File: config.mk
export PLATFORM = sky130hd
export DESIGN_NAME = neuron_mac_seq
export DESIGN_NICKNAME = d
export VERILOG_FILES = /design/src/rtl/ann_pkg.sv /design/src/rtl/mac_sat.sv /design/src/rtl/neuron_mac_seq.sv
export SDC_FILE = /design/constraint.sdc
export NUM_CORES = 1
export LEC_CHECK = 0
export CAP_MARGIN = 20
export CORE_ASPECT_RATIO = 0.9
export CORE_UTILIZATION = 60
export DETAILED_ROUTE_END_ITERATION = 10
export GPL_TIMING_DRIVEN = 0
export PLACE_DENSITY = 0.9
export SYNTH_ARGS = -nofsm -noshare
export SYNTH_HDL_FRONTEND = slang
export SYNTH_SLANG_ARGS = --single-unit
File: constraint.sdc
create_clock -name i_clk -period 13.6 [get_ports i_clk]
set_clock_uncertainty 0.2 [all_clocks]
set_input_delay 2.04 -clock i_clk [delete_from_list [all_inputs] [get_ports i_clk]]
set_output_delay 2.04 -clock i_clk [all_outputs]
set_load 0.005 [all_outputs]
File: src/rtl/ann_pkg.sv
// ann_pkg: shared widths and FSM state type for the neuron MAC datapath.
package ann_pkg;
    localparam int DATA_W = 16;
    localparam int FRAC_W = 8;
    localparam int N_IN   = 16;
    localparam int ACC_W  = 2*DATA_W+4;
    typedef enum logic [1:0] {IDLE, ACCUM, BIAS, OUT} state_t;
endpackage

File: src/rtl/mac_sat.sv
// mac_sat: truncating shift of the biased sum, clamp to DATA_W, optional ReLU.
// Build option: define RELU_EN to clamp negative results to zero.
module mac_sat #(
    parameter int DATA_W = ann_pkg::DATA_W,
    parameter int FRAC_W = ann_pkg::FRAC_W,
    parameter int ACC_W  = ann_pkg::ACC_W
) (
    input  logic signed [ACC_W-1:0]  i_sum,
    output logic signed [DATA_W-1:0] o_result
);
    localparam logic signed [ACC_W-1:0] SAT_MAX = ACC_W'({(DATA_W-1){1'b1}});
    localparam logic signed [ACC_W-1:0] SAT_MIN = ~SAT_MAX;
    logic signed [ACC_W-1:0]  w_shift;
    logic signed [DATA_W-1:0] w_sat;
    always_comb begin
        w_shift = i_sum >>> FRAC_W;
        w_sat   = w_shift > SAT_MAX ? SAT_MAX[DATA_W-1:0] :
                  w_shift < SAT_MIN ? SAT_MIN[DATA_W-1:0] : w_shift[DATA_W-1:0];
`ifdef RELU_EN
        o_result = w_sat[DATA_W-1] ? '0 : w_sat;
`else
        o_result = w_sat;
`endif
    end
endmodule

File: src/rtl/neuron_mac_seq.sv
// neuron_mac_seq: sequential N_IN-term multiply-accumulate neuron with bias and saturation.
// Build option: RELU_EN (handled in mac_sat).
module neuron_mac_seq #(
    parameter int DATA_W = ann_pkg::DATA_W,
    parameter int FRAC_W = ann_pkg::FRAC_W,
    parameter int N_IN   = ann_pkg::N_IN
) (
    input  logic                     i_clk,
    input  logic                     i_rst,
    input  logic                     i_start,
    output logic [3:0]               o_sel,
    input  logic signed [DATA_W-1:0] i_d,
    input  logic signed [DATA_W-1:0] i_weight,
    input  logic signed [DATA_W-1:0] i_bias,
    output logic signed [DATA_W-1:0] o_result,
    output logic                     o_valid,
    input  logic                     i_ready,
    output logic                     o_busy
);
    localparam int ACC_W = 2*DATA_W+4;
    import ann_pkg::*;

    state_t                    r_state, w_next;
    logic [3:0]                r_sel;
    logic signed [ACC_W-1:0]   r_acc;
    logic signed [DATA_W-1:0]  r_result;
    logic                      r_valid;
    logic                      w_last;
    logic signed [2*DATA_W-1:0] w_prod;
    logic signed [ACC_W-1:0]   w_sum;
    logic signed [DATA_W-1:0]  w_sat;

    always_comb begin
        w_last = r_sel == 4'(N_IN-1);
        w_prod = i_d * i_weight;
        w_sum  = r_acc + (ACC_W'(i_bias) <<< FRAC_W);
        w_next = r_state == IDLE  ? (i_start ? ACCUM : IDLE) :
                 r_state == ACCUM ? (w_last ? BIAS : ACCUM) :
                 r_state == BIAS  ? OUT : (i_ready ? IDLE : OUT);
    end

    always_ff @(posedge i_clk) begin
        if (i_rst) begin
            r_state  <= IDLE;
            r_sel    <= '0;
            r_acc    <= '0;
            r_result <= '0;
            r_valid  <= 1'b0;
        end else begin
            r_state <= w_next;
            if (r_state == IDLE && i_start) begin
                r_sel <= '0;
                r_acc <= '0;
            end
            if (r_state == ACCUM) begin
                r_acc <= r_acc + ACC_W'(w_prod);
                r_sel <= w_last ? '0 : r_sel + 4'd1;
            end
            if (r_state == BIAS) begin
                r_result <= w_sat;
                r_valid  <= 1'b1;
            end
            if (r_state == OUT && i_ready)
                r_valid <= 1'b0;
        end
    end

    mac_sat #(.DATA_W(DATA_W), .FRAC_W(FRAC_W), .ACC_W(ACC_W)) u_sat (
        .i_sum   (w_sum),
        .o_result(w_sat)
    );

    assign o_sel    = r_sel;
    assign o_result = r_result;
    assign o_valid  = r_valid;
    assign o_busy   = r_state != IDLE;
endmodule

# Yosys cells after proc, flatten, opt, wreduce, memory -nomap -nowiden
# Index checks and enable logic that the tools add are counted.
[op_classes] n_mul=1 reduce_logical=6 add_sub_neg=3 eq_ne=4 muxes=13 magnitude_cmp=2
[ops] cell="$mux W36" count=2
[ops] cell="$add A36 B24 Y36" count=1
[ops] cell="$add A36 B32 Y36" count=1
[ops] cell="$mul A16 B16 Y32" count=1
[ops] cell="$mux W16" count=2
[ops] cell="$gt A28 B16 Y1 const B" count=1
[ops] cell="$lt A28 B16 Y1 const B" count=1
[ops] cell="$mux W4" count=3
[ops] cell="$mux W2" count=5
[ops] cell="$add A4 B1 Y4 const B" count=1
[ops] cell="$eq A2 B2 Y1 const B" count=2
[ops] cell="$eq A4 B4 Y1 const B" count=1
[ops] cell="$reduce_bool A2 Y1" count=2
[ops] cell="$eq A2 B1 Y1 const B" count=1
[ops] cell="$logic_and A1 B1 Y1" count=2
[ops] cell="$logic_not A2 Y1" count=1
[ops] cell="$reduce_or A2 Y1" count=1
[ops] cell="$mux W1" count=1
[totals] out_inout_bits=22 register_bits=59 wordCells=34 in_bits=52

# Depth between registers and ports, before layout
[logic_depth] depth_word=4 depth_mapped=25 ltp_nobuf=24

# By module
# From an unflattened synthesis, not the netlist that was laid out.
[unflattened] cells_unflattened=1713 area_unflattened_um2=15230.9
[modules_own_cells] mod="neuron_mac_seq" seq_area_each_um2=1181.1 cells_per_inst=1687 n_inst=1 area_each_um2=15020.7
[modules_own_cells] mod="mac_sat" seq_area_each_um2=0.0 cells_per_inst=26 n_inst=1 area_each_um2=210.2

# Worst setup path after synthesis
# OpenSTA, ideal clock, no wires.
[synth_path] path_type="input port to flip-flop" start="in i_d[15]" end="reg r_acc[32]" cell_stages=22 setup_time_ps=122 t_required_ps=13278 n_path_buf=1 t_arrival_ps=7743 setup_slack_ps=5535 cell_sequence="clkbuf_1 -> nand2_1 -> fa_1 -> inv_1 -> fa_1 -> inv_1 -> fa_1 -> inv_1 -> fa_1 -> fa_1 -> inv_1 -> fa_1 -> inv_1 -> ha_1 -> and3_1 -> and3_1 -> a21o_1 -> a211oi_1 -> o21ai_0 -> a211oi_1 -> mux2i_1 -> nand3_1"
[synth_between] elab_chain_cells=3
[synth_lines] element="start, declared" line_no="neuron_mac_seq.sv:12" text="input logic signed [DATA_W-1:0] i_d,"
[synth_lines] element="$mul A16 B16 Y32" line_no="neuron_mac_seq.sv:35" text="w_prod = i_d * i_weight;"
[synth_lines] element="$add A36 B32 Y36" line_no="neuron_mac_seq.sv:56" text="r_acc <= r_acc + ACC_W'(w_prod);"
[synth_lines] element="$mux W36" line_no="neuron_mac_seq.sv:55" text="if (r_state == ACCUM) begin"
[synth_lines] element="end signal, assigned" line_no="neuron_mac_seq.sv:56"
[synth_lines] element="end, declared" line_no="neuron_mac_seq.sv:25" text="logic signed [ACC_W-1:0] r_acc;"
# No other way between the ends.
# A chain may end at the register's enable or synchronous reset.

# Final worst setup path
[layout_path] start="in i_d[7]" end="reg r_acc[34]"
# Same word-level chain as after synthesis.

==> impl_metrics.ini <==
[synth]
muxShareOfSynthArea_pct = 0.130
synth.largest_area_cell = fa_1
synth_seq_cells = 59
synth_flop_cell = dfxtp_1
synth-warning-count = 0
avgSynthCellArea_sq_um = 8.89
synthDominantCellAreaShare_pct = 40.9
ys_seq_area_share_pct = 7.65
synth_top_family_by_area = adder cells
synthTopCellsByCount = inv_1, fa_1, nand2_1, ha_1, and2_1
synth_area_sq_um = 15400
synth_xor_area_share_pct = 2.95
synth.distinct_cells = 74
yosys.area_share.simple_pct = 15.5
synth_edf_count = 0
synth_cells = 1737
async_reset_ff_share_pct = 0
synthTopCellsByArea = fa_1, ha_1, inv_1
syn-num-nets = 2239
synthAdderAreaFrac_pct = 51.8
synth.most_common_cell = inv_1
synth_compound_area_share_pct = 10.6

[worst_setup_path]
path_class = in -> reg
arrival_ns = 9.78
cp.required_ns = 13.61
path_delay_family = adder cells
cp-start-kind = primary input
slowest_stage = clkdlybuf4s50_1
critPathBufInv = 8
critPathMaxFanout = 10
worstRegToRegCells = 18
cp.depth = 25
rrSetupSlack_ns = 7.34
end_kind = flop
critical-path-max-stage-delay_ns = 0.74

[routing]
ant_nets = 0
vias = 12631
drt_pass1_iterations = 6
wl_per_cell_um = 18.0
detail_route.iter0.violations = 863
via_per_inst = 5.82
wl_um = 39000
drc = 0

[clock_network]
clock-root-buffer = clkbuf_16
clkTransAtPathRegs_ns = 0.06
cts_resized = 0
post_cts_buffers = 0
clock-sinks = 59
htreeDepth = 3
cts_tree = built
clk-insertion-delay-late_ns = 0.34
clock_path_buffers = 2
cts_inserted_buffers = 9
ctsHoldBuffers = 0

[floorplanning]
die_w_um = 171
row_count = 55
core-area_sq_um = 25200
io-pin-count = 74
initial_core_util_pct = 61.3
die_area_sq_um = 26400
die_h_um = 154

[layout]
syn_to_final_growth_pct = 9.52
regArea_sq_um = 1180
multi_input_area_sq_um = 12500
fin_nets = 2323
nFillCells = 1928
stdcell_area_sq_um = 16900
layout-drive-gt1-share_pct = 2.85

[grt]
track_usage_pct = 31.3
grt_pass1_vias = 13424
antenna_found_initial = 0
grt_overflow = 0
grt_max_degree = 20
grt_pass1_wl_um = 64100

[placed_design]
io_buffers = 73
dpl-instance-area_sq_um = 16600
dp_hpwl_um = 33000
place_congestion = 0.958

[timing]
hold_ws_ns = 0.289
setup_violations = 0
timing.slew.headroom_pct = 36.9
rsz0062_at_grt = false
slew_viol_final = 0
period_minus_slack_ns = 9.77
hold_viol = 0
finalCritPeriodShare_pct = 71.8
setup_tns_ns = 0
fmax_mhz = 102
tightest_slew_ns = 0.945

[run_status]
status = completed

[worst_hold_path]
min_path_type = reg -> reg
worstHoldPathCells = 2

[flow_run]
maxCapViolCount = 0
==> sequential cells by signal (all words and copies together) (netlist names) <==
| register | flops |
|---|---|
| o_valid | 1 |
| r_acc | 36 |
| o_sel | 4 |
| o_result | 16 |
| r_state | 2 |
==> cell usage in the layout, fill, tap and decap left out, drive strengths merged, types with 7 or more instances in the layout <==
cell type,count
o21a,10
clkbuf,57
buf,7
and3,8
nor2,85
nand2b,9
a211oi,25
fa,315
o21ai,36
a21oi,54
o211ai,10
clkdlybuf4s50,73
a22oi,22
dfxtp,59
xor2,18
inv,411
a21o,24
and2,129
nand3,17
ha,135
nand2,172
nand4,9
nor2b,11
xnor2,34
nor3,13
==> metrics by stage <==
step           cells  setup WS [ns]  utilization, %
2_1_floorplan   1737           5.53               -
3_3_place_gp    2152           3.90            65.9
3_5_place_dp    2152           3.77            65.9
4_1_cts         2168           4.07            67.1
5_1_grt         2168           3.68            67.1
6_report        2169           3.83            67.1
==> final timing paths <==
kind,startpoint,end
min,o_result[15],o_result[15]
max reg2reg,r_acc[9],r_acc[34]
min reg2reg,o_result[15],o_result[15]
max,i_d[7],r_acc[34]
==> metal layers <==
layer	global-route usage [%]	vias up	part of all wire (%)
li1	-	5546	-
met1	37.2	6298	37
met2	53.3	614	50
met3	7.31	173	8.5
met4	15.0	0	4.7
met5	0	-	0
==> layout make-up <==
| type | count | area share (%) |
|---|---|---|
| flip-flops and latches | 59 | 6.99 |
| clock buffers | 9 | 1.33 |
| inverters | 407 | 9.04 |
| well taps | 342 | 2.53 |
| multi-input cells | 1216 | 74.0 |
| clock inverters | 7 | 0.488 |
| plain buffers | 55 | 1.32 |
| repair buffers | 73 | 4.32 |
| diodes | 1 | 0.0148 |
==> worst min-delay path, delay by kind of cell, from the launching register on <==
family,cells,cell delay [ns]
AO/OA/AOI/OAI,1,0.06
flip-flops,1,0.31
AND/OR/NAND/NOR,1,0.07
==> cell families (layout without fill, tap and decap cells) <==
family | after synthesis | in the layout
buf+inv | 462 | 551
flops | 59 | 59
xor+xnor | 52 | 52
compound gates | 227 | 227
other cells | 0 | 1
simple gates | 485 | 485
mux | 2 | 2
fa+ha+maj | 450 | 450
Power is left out: the tool's default activity adds up to more than one toggle a clock period on the data nets, which glitch-free logic cannot reach.
